==> src/rtl/fmap_reader_1.sv <==
// Feature-map frame reader.
// Streams NUM_WORDS words out of buffer port A (2-cycle read latency) into a
// small output FIFO. Reads are credit-gated so the FIFO can never overflow.
`ifndef DATA_WIDTH
`define DATA_WIDTH 16
`endif
`ifndef POOL_ADDR_WIDTH
`define POOL_ADDR_WIDTH 4
`endif

module fmap_reader_1 #(
  parameter int DATA_WIDTH      = `DATA_WIDTH,
  parameter int POOL_ADDR_WIDTH = `POOL_ADDR_WIDTH,
  parameter int NUM_WORDS       = 2**POOL_ADDR_WIDTH,
  parameter int FIFO_DEPTH      = 4
) (
  input  logic                       clock,
  input  logic                       reset,
  input  logic                       start,
  input  logic [DATA_WIDTH-1:0]      q_a,
  output logic [POOL_ADDR_WIDTH-1:0] address_a_t,
  output logic                       rden_a,
  output logic                       wren_a,
  output logic                       rden_b,
  output logic                       wren_b,
  output logic [DATA_WIDTH-1:0]      data_out,
  output logic                       data_valid,
  input  logic                       data_ready,
  output logic                       busy,
  output logic                       done
);

  localparam int AW     = POOL_ADDR_WIDTH;
  localparam int RD_LAT = 2;
  localparam int PW     = $clog2(FIFO_DEPTH);
  localparam int CW     = $clog2(FIFO_DEPTH + 1);
  localparam int OW     = CW + 1;
  localparam logic [AW-1:0] LAST_ADDR = AW'(NUM_WORDS - 1);

  typedef enum logic [1:0] {IDLE, READ, DRAIN, DONE} state_e;

  state_e                state_q;
  logic [AW-1:0]         rd_addr_q;    // next address to issue
  logic [AW-1:0]         last_addr_q;  // last issued address, shown when idle
  logic [RD_LAT:1]       vld_pipe_q;   // in-flight read tracker
  logic [DATA_WIDTH-1:0] fifo_q [FIFO_DEPTH];
  logic [PW-1:0]         wr_ptr_q, rd_ptr_q;
  logic [CW-1:0]         count_q, count_d;
  logic [OW-1:0]         occ;
  logic                  issue, push, pop, fifo_empty;

  // Occupancy counts words already buffered plus reads still in the RAM pipe;
  // a read is only issued when there is guaranteed room for its data.
  assign fifo_empty = (count_q == '0);
  assign occ        = OW'(count_q) + OW'(vld_pipe_q[1]) + OW'(vld_pipe_q[2]);
  assign issue      = (state_q == READ) && (occ < OW'(FIFO_DEPTH));
  assign push       = vld_pipe_q[RD_LAT];
  assign pop        = !fifo_empty && data_ready;
  assign count_d    = count_q + CW'(push) - CW'(pop);

  assign rden_a      = issue;
  assign address_a_t = issue ? rd_addr_q : last_addr_q;
  assign wren_a      = 1'b0;
  assign rden_b      = 1'b0;
  assign wren_b      = 1'b0;
  assign data_valid  = !fifo_empty;
  assign data_out    = fifo_empty ? '0 : fifo_q[rd_ptr_q];
  assign busy        = (state_q != IDLE);
  assign done        = (state_q == DONE);

  // Frame control: start only honoured in IDLE, address never wraps in a frame.
  always_ff @(posedge clock or negedge reset) begin
    if (!reset) begin
      state_q     <= IDLE;
      rd_addr_q   <= '0;
      last_addr_q <= '0;
    end else begin
      case (state_q)
        IDLE: if (start) begin
          state_q   <= READ;
          rd_addr_q <= '0;
        end
        READ: if (issue) begin
          last_addr_q <= rd_addr_q;
          if (rd_addr_q == LAST_ADDR) state_q <= DRAIN;
          else rd_addr_q <= rd_addr_q + 1'b1;
        end
        // Leave once nothing is in flight and this cycle empties the FIFO.
        DRAIN: if (vld_pipe_q == '0 && count_d == '0) state_q <= DONE;
        DONE:  state_q <= IDLE;
        default: state_q <= IDLE;
      endcase
    end
  end

  // Read-latency shift register; reset drops any reads still in flight.
  always_ff @(posedge clock or negedge reset) begin
    if (!reset) vld_pipe_q <= '0;
    else        vld_pipe_q <= {vld_pipe_q[RD_LAT-1:1], issue};
  end

  // Output FIFO storage and pointers.
  always_ff @(posedge clock or negedge reset) begin
    if (!reset) begin
      for (int i = 0; i < FIFO_DEPTH; i++) fifo_q[i] <= '0;
      wr_ptr_q <= '0;
      rd_ptr_q <= '0;
      count_q  <= '0;
    end else begin
      if (push) begin
        fifo_q[wr_ptr_q] <= q_a;
        wr_ptr_q         <= wr_ptr_q + 1'b1;
      end
      if (pop) rd_ptr_q <= rd_ptr_q + 1'b1;
      count_q <= count_d;
    end
  end

  // The credit rule must keep pushes away from a full FIFO.
  a_no_overflow: assert property (@(posedge clock) disable iff (!reset)
    !(push && count_q == CW'(FIFO_DEPTH)));

endmodule

==> config.mk <==
export PLATFORM = sky130hd
export DESIGN_NAME = fmap_reader_1
export DESIGN_NICKNAME = d
export VERILOG_FILES = /design/src/rtl/fmap_reader_1.sv
export SDC_FILE = /design/constraint.sdc
export NUM_CORES = 1
export LEC_CHECK = 0
export ABC_AREA = 1
export CORE_UTILIZATION = 55
export CTS_BUF_LIST = sky130_fd_sc_hd__clkbuf_8
export CTS_CLUSTER_SIZE = 28
export DETAILED_ROUTE_END_ITERATION = 8
export PLACE_DENSITY = 0.87
export SYNTH_ARGS = -nofsm -noshare
export SYNTH_HDL_FRONTEND = slang
export SYNTH_SLANG_ARGS = --single-unit
==> constraint.sdc <==
create_clock -name clock -period 3.1 [get_ports clock]
set_input_delay 0.62 -clock clock [delete_from_list [all_inputs] [get_ports clock]]
set_output_delay 0.62 -clock clock [all_outputs]
set_load 0.02 [all_outputs]
Word level (Yosys, flattened, before mapping):

Index checks and enable logic that the tools add are counted.

* memories kept: 0
* bits in writable memories: 0
* latch bits: 0
* register bits: 83
* input port bits: 20
* memory bits (read-only): 0

* div/mod/pow operators: 0
* multiplexer cells: 17
* add/subtract/negate cells: 7
* $mul: 0
* $lt $le $gt $ge: 4
* reductions and logical operators: 13
* shift-type cells: 0
* eq/ne operators: 9
* bitwise logic cells: 2

Operators by type and width (number)
* bitwise mux 64 bit: 1
* two-way mux 16 bit: 4
* binary-select mux 16 bit (select 2 bit): 1
* demux 16 bit (select 2 bit): 1
* two-way mux 4 bit: 4
* two-way mux 2 bit: 4
* != test 2 bit (second input constant): 4
* case mux 2 bit (4 select lines): 1
* case mux 4 bit (2 select lines): 1
* AND reduction 4 bit: 2
* >= comparator 3 bit (second input constant): 2
* zero test 3 bit: 2
* inverter 2 -> 3 bit: 2
* adder 2 x 1 -> 2 bit (second input constant): 2
* adder 3 x 1 -> 4 bit: 1
* adder 4 x 1 -> 4 bit: 1
* adder 4 x 1 -> 4 bit (second input constant): 1
* == test 2 bit (second input constant): 2
* == test 4 bit (second input constant): 1
* logical AND 1 bit: 4
* zero test 2 bit: 2
* < comparator 4 x 3 -> 1 bit (second input constant): 1
* nonzero test 2 bit: 2
* adder 3 x 1 -> 3 bit: 1
* other kinds (5): 5

Depth between registers and ports, before layout:

Gate-level depths: netlist of the first run.

* depth after elaboration: 8
* depth in mapped cells: 17
* mapped depth without buffers: 17

Worst setup path after synthesis of the first run:

Ideal clock, no wire load.

* path type: reg2reg
* from: register count_q[1]
* to: register state_q[0]
* data required time: 2.983 ns
* buffers on the path: 0
* arrival time: 2.208 ns
* path slack: 0.775 ns
* stages on the path, launching flop included: 17
* cells stage by stage: dfrtp_1 inv_2 nand2_2 nor2_4 nor2_2 ha_1 inv_1 ha_1 fa_1 nor2_1 nand2_1 nor2_1 nor2_1 nor2_4 nand3_2 nand2_1 nand2_1

* cells in the longest elaborated chain, start to end: 8
* elaborated cells between the ends (all ways): 14

RTL lines
* start, declared: line 48 `logic [CW-1:0] count_q, count_d;`
* start signal, assigned: line 115 `count_q <= count_d;`
* zero test 3 bit: line 54 `assign fifo_empty = (count_q == '0);`
* zero test 1 bit: line 58 `assign pop = !fifo_empty && data_ready;`
* logical AND 1 bit: line 58
* via pop: line 50 `logic issue, push, pop, fifo_empty;`
* subtractor 3 x 1 -> 3 bit: line 59 `assign count_d = count_q + CW'(push) - CW'(pop);`
* via count_d[1]: line 48
* zero test 3 bit: line 89 `DRAIN: if (vld_pipe_q == '0 && count_d == '0) state_q <= DONE;`
* logical AND 1 bit: line 89
* != test 2 bit (no line)
* AND reduction 4 bit (no line)
* end signal, assigned: line 89
* end signal, assigned: line 90 `DONE: state_q <= IDLE;`
* end signal, assigned: line 91 `default: state_q <= IDLE;`
* end, declared: line 42 `state_e state_q;`

The timed path passes the listed nets, and every way through them passes these cells.
A chain may end at the register's enable or synchronous reset.

Worst setup path in the final report of the first run:

* from: register vld_pipe_q[2] (netlist bit)
* to: output rden_a

* cells in the longest elaborated chain, start to end: 3

RTL lines
* start, declared: line 45 `logic [RD_LAT:1] vld_pipe_q;`
* start signal, assigned: line 99 `else vld_pipe_q <= {vld_pipe_q[RD_LAT-1:1], issue};`
* adder 4 x 1 -> 4 bit: line 55 `assign occ = OW'(count_q) + OW'(vld_pipe_q[1]) + OW'(vld_pipe_q[2]);`
* < comparator 4 x 3 -> 1 bit: line 56 `assign issue = (state_q == READ) && (occ < OW'(FIFO_DEPTH));`
* logical AND 1 bit: line 56
* end, declared: line 22 `output logic rden_a,`

No other way between the ends.

==> run_results.csv, run 1 <==
group,metric,value,unit
timing,fin_crit,2.97,ns
timing,max_freq,337,MHz
clocking,htreeDepth,3,
finish,antenna_cells,0,
pwr,peakVddDrop,0.482,mV
timing,slew_headroom,0.308,
synthesis,synth_cells,485,
detailed_routing,wl_met2,4100,um
clocking,cts_root_buffer,"clkbuf_8",
worst_setup_path,required,2.48,ns
timing,tightest_slew,1.03,ns
clocking,clock_latency,0.36,ns
detailed_routing,ant_nets,0,
worst_setup_path,path_class,"register to primary output",
finish,finish.net_count,552,
placed_design,dpl.hpwl,5430,um
timing,holdWs,0.412,ns
finish,fin_cells,618,
grt,grt_overflow,0,
synthesis,yosysWarnings,0,
die,die_area,0.00769,mm^2
detailed_routing,num_vias,3321,
synthesis,seq_area_frac_synth,0.514,
die,initial_core_util,0.582,
placed_design,dp.cells,602,
grt,grt_max_degree,84,
timing,finalSetupViolations,0,
clocking,cts_buffer_depth,2,
timing,rsz0062_at_grt,"no",
clocking,postCtsSetupBuffers,0,
timing,hold_viol,0,
status,status,"complete, no violations",
grt,grt.total_usage,0.250,
detailed_routing,highest_layer,"met4",
worst_setup_path,path_delay_family,"buffers and inverters",
worst_setup_path,path_cells,"ha_1 > nand2_1 > a21oi_2 > nand2_2 > nand2_1 > nand2_2 > inv_2 > clkdlybuf4s50_1",
die,ioPinCount,47,
finish,syn_to_final_growth,15.9,%
grt,antenna_found_initial,0,
finish,fin_area,0.00468,mm^2
die,core,0.00694,mm^2
synthesis,synthDistinctLibCells,28,
placed_design,io_buffer_count,43,
worst_setup_path,cpPeakStageDelay,0.62,ns
timing,fin_ws,0.132,ns
detailed_routing,route.met3.wl,388,um
die,row_count,30,
placed_design,place_ws,0.180,ns
timing,clock_skew,0.0129,ns
die,die_w,87.7,um
worst_setup_path,critPathSlowestCell,"clkdlybuf4s50_1",
worst_setup_path,crit_path_start_kind,"register",
pwr,p_per_area,1180,mW/mm^2
grt,grt_pass1_wl,14700,um
clocking,clk_pin_slew,0.09,ns
worst_setup_path,path_max_fanout,10,
clocking,cts.hold.buffers_added,0,
job,drv_cap,0,
worst_setup_path,cp_data_arrival_time,2.35,ns
clocking,tritoncts,"yes",
die,die_h,87.7,um
placed_design,gp_congestion,0.771,
detailed_routing,drt_iter0_markers,273,
finish,post-route-util,0.674,
clocking,cts.sinks,83,
placed_design,postPlaceCellArea,0.00447,mm^2
synthesis,synth_area,0.00404,mm^2
timing,drv_slew,0,
worst_setup_path,crit_buf_inv,2,
detailed_routing,wirelength,8760,um
clocking,numCtsBuffers,9,
detailed_routing,wl_met1,4030,um
grt,grt_pass1_vias,3206,
timing,fin_crit_sh,0.957,
min_path,min_path_type,"primary input to async pin",
finish,layout-drive-gt1-share,0.0862,
worst_setup_path,cp-end-kind,"primary output",
detailed_routing,wl_per_cell,14.2,um
detailed_routing,vias_per_cell,5.37,
pwr,leakage,2.34,nW
detailed_routing,drt_pass1_iterations,4,
timing,fin_setup_tns,0,ns
synthesis,synth_seq_cells,83,
detailed_routing,drc,0,
pwr,power,5.53,mW
synthesis,syn_avg_cell_area,8.33,um^2
-- flip-flops by register name, summed over array words and instances, names as in the netlist --
signal       flops
fifo_q          64
rd_ptr_q         2
vld_pipe_q       2
count_q          3
rd_addr_q        4
state_q          2
last_addr_q      4
wr_ptr_q         2
-- path summary, 6_finish.rpt --
kind                                 end  slack, ns  cells after the start          start
setup / recovery                  rden_a       0.13                      8  vld_pipe_q[2]
hold / removal                fifo_q[32]       0.41                      1          reset
setup reg to reg              state_q[0]       0.68                     16     count_q[2]
hold reg to reg            vld_pipe_q[2]       0.46                      0  vld_pipe_q[1]
max in group asynchronous  vld_pipe_q[2]       1.96                      1          reset
min in group clock         vld_pipe_q[2]       0.46                      0  vld_pipe_q[1]
-- Yosys cell counts, drive strengths merged --
library cell  number  area (um^2)
clkbuf             7         30.0
nand4              7         43.8
nand3              5         47.6
conb               1         3.75
inv               39          146
dfrtp             83         2080
o21ai            101          513
buf               21          129
a21oi             18         93.8
ha                14          175
xor2               3         26.3
nor2              73          292
nor3b              1         12.5
or2                2         12.5
nand2            109          419
fa                 1         20.0
-- per-layer routing --
metal,vias to the layer above,global-route usage
met1,1576,0.329
met5,-,0
met2,107,0.402
met3,27,0.0368
met4,0,0.134
li1,1611,-
-- cells by family after synthesis --
group                    Yosys count  synth area share
AO/OA/AOI/OAI                    119             0.150
XOR/XNOR                           3           0.00650
adder cells (fa/ha/maj)           15            0.0483
buffers and inverters             67            0.0755
flip-flops                        83             0.514
other                              1          0.000928
AND/OR/NAND/NOR                  197             0.205
-- power breakdown --
part,switching [mW],internal (mW),total [mW],leakage (nW)
sequential,0.375,1.62,1.99,0.999
clock,0.428,0.384,0.812,0.0973
combinational,1.61,1.12,2.73,1.25
total,2.42,3.12,5.53,2.34
-- repair_timing --
item,4_1_cts,5_1_grt
hold endpoints to repair,0,0
resized for setup,4,3
pin swaps,0,0
setup endpoints to repair,5,3
-- cell type report --
type | instances | area [um^2]
Fill cell | 550 | 2260
Timing Repair Buffer | 47 | 464
Multi-Input combinational cell | 337 | 1670
Clock inverter | 7 | 80.1
Clock buffer | 9 | 124
Tap cell | 96 | 120
Inverter | 39 | 149
Sequential cell | 83 | 2080
-- cells in the final DEF, fill, tap and decap left out --
cell type | Yosys | final
nand2_1 | 105 | 105
o21ai_0 | 96 | 96
dfrtp_1 | 83 | 81
nor2_1 | 70 | 70
clkdlybuf4s50_1 | 0 | 38
inv_1 | 33 | 33
a21oi_1 | 17 | 17
ha_1 | 14 | 14
clkbuf_8 | 0 | 9
nand4_1 | 7 | 7
inv_2 | 6 | 5
buf_4 | 7 | 5
nand2_2 | 4 | 4
inv_6 | 0 | 4
o21ai_1 | 3 | 3
xor2_1 | 3 | 3
conb_1 | 1 | 3
dlymetal6s2s_1 | 0 | 3
nor2_4 | 2 | 2
nand3_1 | 2 | 2
o21ai_2 | 2 | 2
or2_2 | 2 | 2
nand3_2 | 2 | 2
clkinvlp_4 | 0 | 2
dfrtp_2 | 0 | 2
inv_4 | 0 | 1
a21oi_2 | 1 | 1
nor2_2 | 1 | 1
nand3_4 | 1 | 1
nor3b_2 | 1 | 1
fa_1 | 1 | 1
bufinv_16 | 0 | 1
dlygate4sd2_1 | 0 | 1
-- worst register-to-register path: stages, from the launching register on --
cell and delay [ns]:
dfrtp_1 0.40, inv_1 0.11, nand2_2 0.08, nor2_4 0.10
nor2_2 0.06, ha_1 0.26, inv_1 0.04, ha_1 0.18
fa_1 0.46, nor2_1 0.10, nand2_1 0.06, nor2_1 0.10
nor2_1 0.07, nor2_4 0.10, nand3_2 0.08, nand2_1 0.07
nand2_1 0.05
Note: power is estimated with default switching activity, not from simulation.
==> run 2: changes to the inputs <==
--- a/config.mk
+++ b/config.mk
@@ -5,12 +5,13 @@
 export SDC_FILE = /design/constraint.sdc
 export NUM_CORES = 1
 export LEC_CHECK = 0
-export ABC_AREA = 1
-export CORE_UTILIZATION = 55
+export ABC_AREA = 0
+export CORE_ASPECT_RATIO = 1.75
+export CORE_UTILIZATION = 40
 export CTS_BUF_LIST = sky130_fd_sc_hd__clkbuf_8
 export CTS_CLUSTER_SIZE = 28
 export DETAILED_ROUTE_END_ITERATION = 8
-export PLACE_DENSITY = 0.87
+export PLACE_DENSITY = 0.68
 export SYNTH_ARGS = -nofsm -noshare
 export SYNTH_HDL_FRONTEND = slang
 export SYNTH_SLANG_ARGS = --single-unit
==> run 2 against run 1 <==
- clock power rose by 2%
- global-route usage shrank 8.8 points
- clock-buffer cell count did not move
- worst setup slack worse by 0.046 ns
- synthesized area down 1.7%
- combinational power rose by 8.1%
- die area increased by 35%
- register-to-register slack worse by 0.59 ns
- via count fell by 27%
- utilization shrank 17 points
==> run_results.csv, run 2 <==
group,metric,value,unit
detailed_routing,vias_per_cell,5.26,
synthesis,synth_area,0.00397,mm^2
detailed_routing,num_vias,2428,
clocking,cts.hold.buffers_added,0,
finish,fin_cells,462,
grt,grt_overflow,0,
synthesis,netlist.top_cell.by_area,"dfrtp_1",
finish,mostFrequentLayoutCells,"dfrtp_1, mux2_2, clkdlybuf4s50_1, mux4_2, and2_1",
timing,drv_slew,0,
die,initial_core_util,0.417,
finish,layout-drive-gt1-share,0.371,
clocking,htreeDepth,3,
timing,max_freq,332,MHz
die,core,0.00953,mm^2
synthesis,synth_seq_cells,83,
timing,slew_headroom,0.305,
synthesis,yosys.area.top_type_share,0.523,
detailed_routing,drt_pass1_iterations,4,
synthesis,yosysWarnings,0,
detailed_routing,ant_nets,0,
finish,max_flop_register,"fifo_q",
timing,fin_crit,3.01,ns
clocking,tritoncts,"yes",
worst_setup_path,cpPeakStageDelay,0.44,ns
die,die_area,0.0104,mm^2
worst_setup_path,path_max_fanout,2,
worst_setup_path,reg2reg_slack,0.09,ns
die,row_count,47,
worst_setup_path,crit_buf_inv,1,
synthesis,synth_ff_type,"dfrtp_1",
timing,hold_viol,0,
worst_setup_path,path_cells,"or3_4 > and2_4 > ha_4 > inv_2 > ha_4 > fa_1 > or4_1 > o21ai_2 > nand2_1 > a21oi_2 > mux2_4",
grt,grt.total_usage,0.162,
worst_setup_path,cpMostUsedCell,"ha_4",
worst_setup_path,required,3.34,ns
worst_setup_path,cp_data_arrival_time,3.25,ns
clocking,cts_buffer_depth,2,
timing,tightest_slew,1.04,ns
placed_design,io_buffer_count,43,
detailed_routing,drc,0,
grt,grt_max_degree,84,
finish,largest_reg_flops,64,
grt,antenna_found_initial,0,
synthesis,syn_avg_cell_area,14.2,um^2
die,die_h,134,um
detailed_routing,wirelength,7680,um
timing,fin_crit_sh,0.972,
clocking,numCtsBuffers,9,
finish,fin_area,0.00483,mm^2
timing,clock_skew,0.00790,ns
die,die_w,77.3,um
detailed_routing,drt_iter0_markers,95,
placed_design,gp_congestion,0.750,
finish,finish.net_count,370,
die,ioPinCount,47,
synthesis,synthDistinctLibCells,36,
worst_setup_path,crit_path_start_kind,"register",
timing,finalSetupViolations,0,
synthesis,yosysMostFrequentCell,"dfrtp_1",
synthesis,synthTopCellsByArea,"dfrtp_1, mux2_2, mux4_2, ha_1, and2_1",
synthesis,synth_cells,280,
detailed_routing,wl_per_cell,16.6,um
grt,grt_pass1_vias,2614,
synthesis,seq_area_frac_synth,0.523,
status,status,"complete, no violations",
clocking,cts_root_buffer,"clkbuf_8",
worst_setup_path,path_class,"register to register",
timing,rsz0062_at_grt,"yes",
clocking,cts.sinks,83,
pwr,p_per_area,1170,mW/mm^2
synthesis,yosys-top-cells-count,"dfrtp_1, mux2_2, and2_1",
placed_design,postPlaceCellArea,0.00456,mm^2
finish,antenna_cells,0,
clocking,clock_latency,0.35,ns
worst_setup_path,cp-end-kind,"register",
worst_setup_path,critPathSlowestCell,"fa_1",
worst_setup_path,path_delay_family,"simple AND/OR/NAND/NOR gates",
placed_design,dpl.hpwl,5100,um
finish,syn_to_final_growth,21.6,%
finish,reg_top3,"fifo_q x64, last_addr_q x4, rd_addr_q x4",
synthesis,synth_edf_count,0,
pwr,peakVddDrop,0.649,mV
pwr,leakage,2.08,nW
grt,grt_pass1_wl,12800,um
placed_design,dp.cells,443,
synthesis,synth-async-reset-ratio,1.00,
finish,layout_commonest_cell,"dfrtp_1",
clocking,clk_pin_slew,0.08,ns
min_path,min_path_type,"primary input to async pin",
job,drv_cap,0,
[run 2: final timing paths]
path | end | from | depth (start not counted)
hold reg to reg | vld_pipe_q[2] | vld_pipe_q[1] | 0
hold / removal | fifo_q[5] | reset | 1
setup reg to reg | state_q[1] | count_q[2] | 11
min in group clock | vld_pipe_q[2] | vld_pipe_q[1] | 0
setup / recovery | state_q[1] | count_q[2] | 11
max in group asynchronous | fifo_q[40] | reset | 1
[run 2: final cells by class]
type | instances | area, um^2
Multi-Input combinational cell | 171 | 1820
Sequential cell | 83 | 2080
Tap cell | 122 | 153
Clock buffer | 9 | 124
Inverter | 13 | 48.8
Clock inverter | 7 | 85.1
Timing Repair Buffer | 57 | 529
Fill cell | 851 | 4690
[run 2: through the flow]
stage / total power, mW / setup TNS [ns] / setup WS [ns] / utilization / hold WS [ns]
2_1_floorplan: 3.77 / 0 / 0.00670 / - / 0.324
3_3_place_gp: 4.68 / -0.189 / -0.189 / 0.479 / 0.399
3_5_place_dp: 4.77 / -0.279 / -0.253 / 0.479 / 0.398
4_1_cts: 5.60 / 0 / 0.00488 / 0.501 / 0.439
5_1_grt: 6.01 / -0.0261 / -0.0191 / 0.507 / 0.450
6_report: 5.65 / 0 / 0.0856 / 0.507 / 0.432
[run 2: logic make-up after synthesis]
family / share of synthesized area
XOR/XNOR: 0.00882
multiplexers: 0.286
buffers and inverters: 0.0337
AO/OA/AOI/OAI: 0.0475
flip-flops: 0.523
other: 0.000944
adder cells (fa/ha/maj): 0.0491
AND/OR/NAND/NOR: 0.0510
[run 2: metal layers]
metal	up-vias	global-route usage	wire length, um
met5	-	0	0
met4	0	0.0943	161
met3	12	0.0286	227
met2	51	0.293	4230
met1	1256	0.174	3060
li1	1109	-	-
[run 2: worst register-to-register path, delay by kind of cell, from the launching register on]
| kind | cells | cell delay [ns] |
|---|---|---|
| DFF | 1 | 0.38 |
| and+or+nand+nor | 4 | 1.05 |
| muxes | 1 | 0.31 |
| adders and majority gates | 3 | 0.85 |
| buffers and inverters | 1 | 0.04 |
| AOI/OAI and AO/OA | 2 | 0.27 |
[run 2: power by group]
| part | internal [mW] | switching [mW] |
|---|---|---|
| Combinational | 1.65 | 1.30 |
| Sequential | 1.61 | 0.265 |
| Clock | 0.445 | 0.381 |
[run 2: repair_timing]
action	4_1_cts	5_1_grt
pin swaps	0	3
resized for setup	6	12
setup endpoints to repair	5	5
setup buffers	0	3
==> run 3: changes to the inputs <==
--- a/config.mk
+++ b/config.mk
@@ -9,7 +9,7 @@
 export CORE_ASPECT_RATIO = 1.75
 export CORE_UTILIZATION = 40
 export CTS_BUF_LIST = sky130_fd_sc_hd__clkbuf_8
-export CTS_CLUSTER_SIZE = 28
+export CTS_CLUSTER_SIZE = 16
 export DETAILED_ROUTE_END_ITERATION = 8
 export PLACE_DENSITY = 0.68
 export SYNTH_ARGS = -nofsm -noshare
==> results of run 3 <==
Final layout, timing and power as in run 2 (identical DEF).
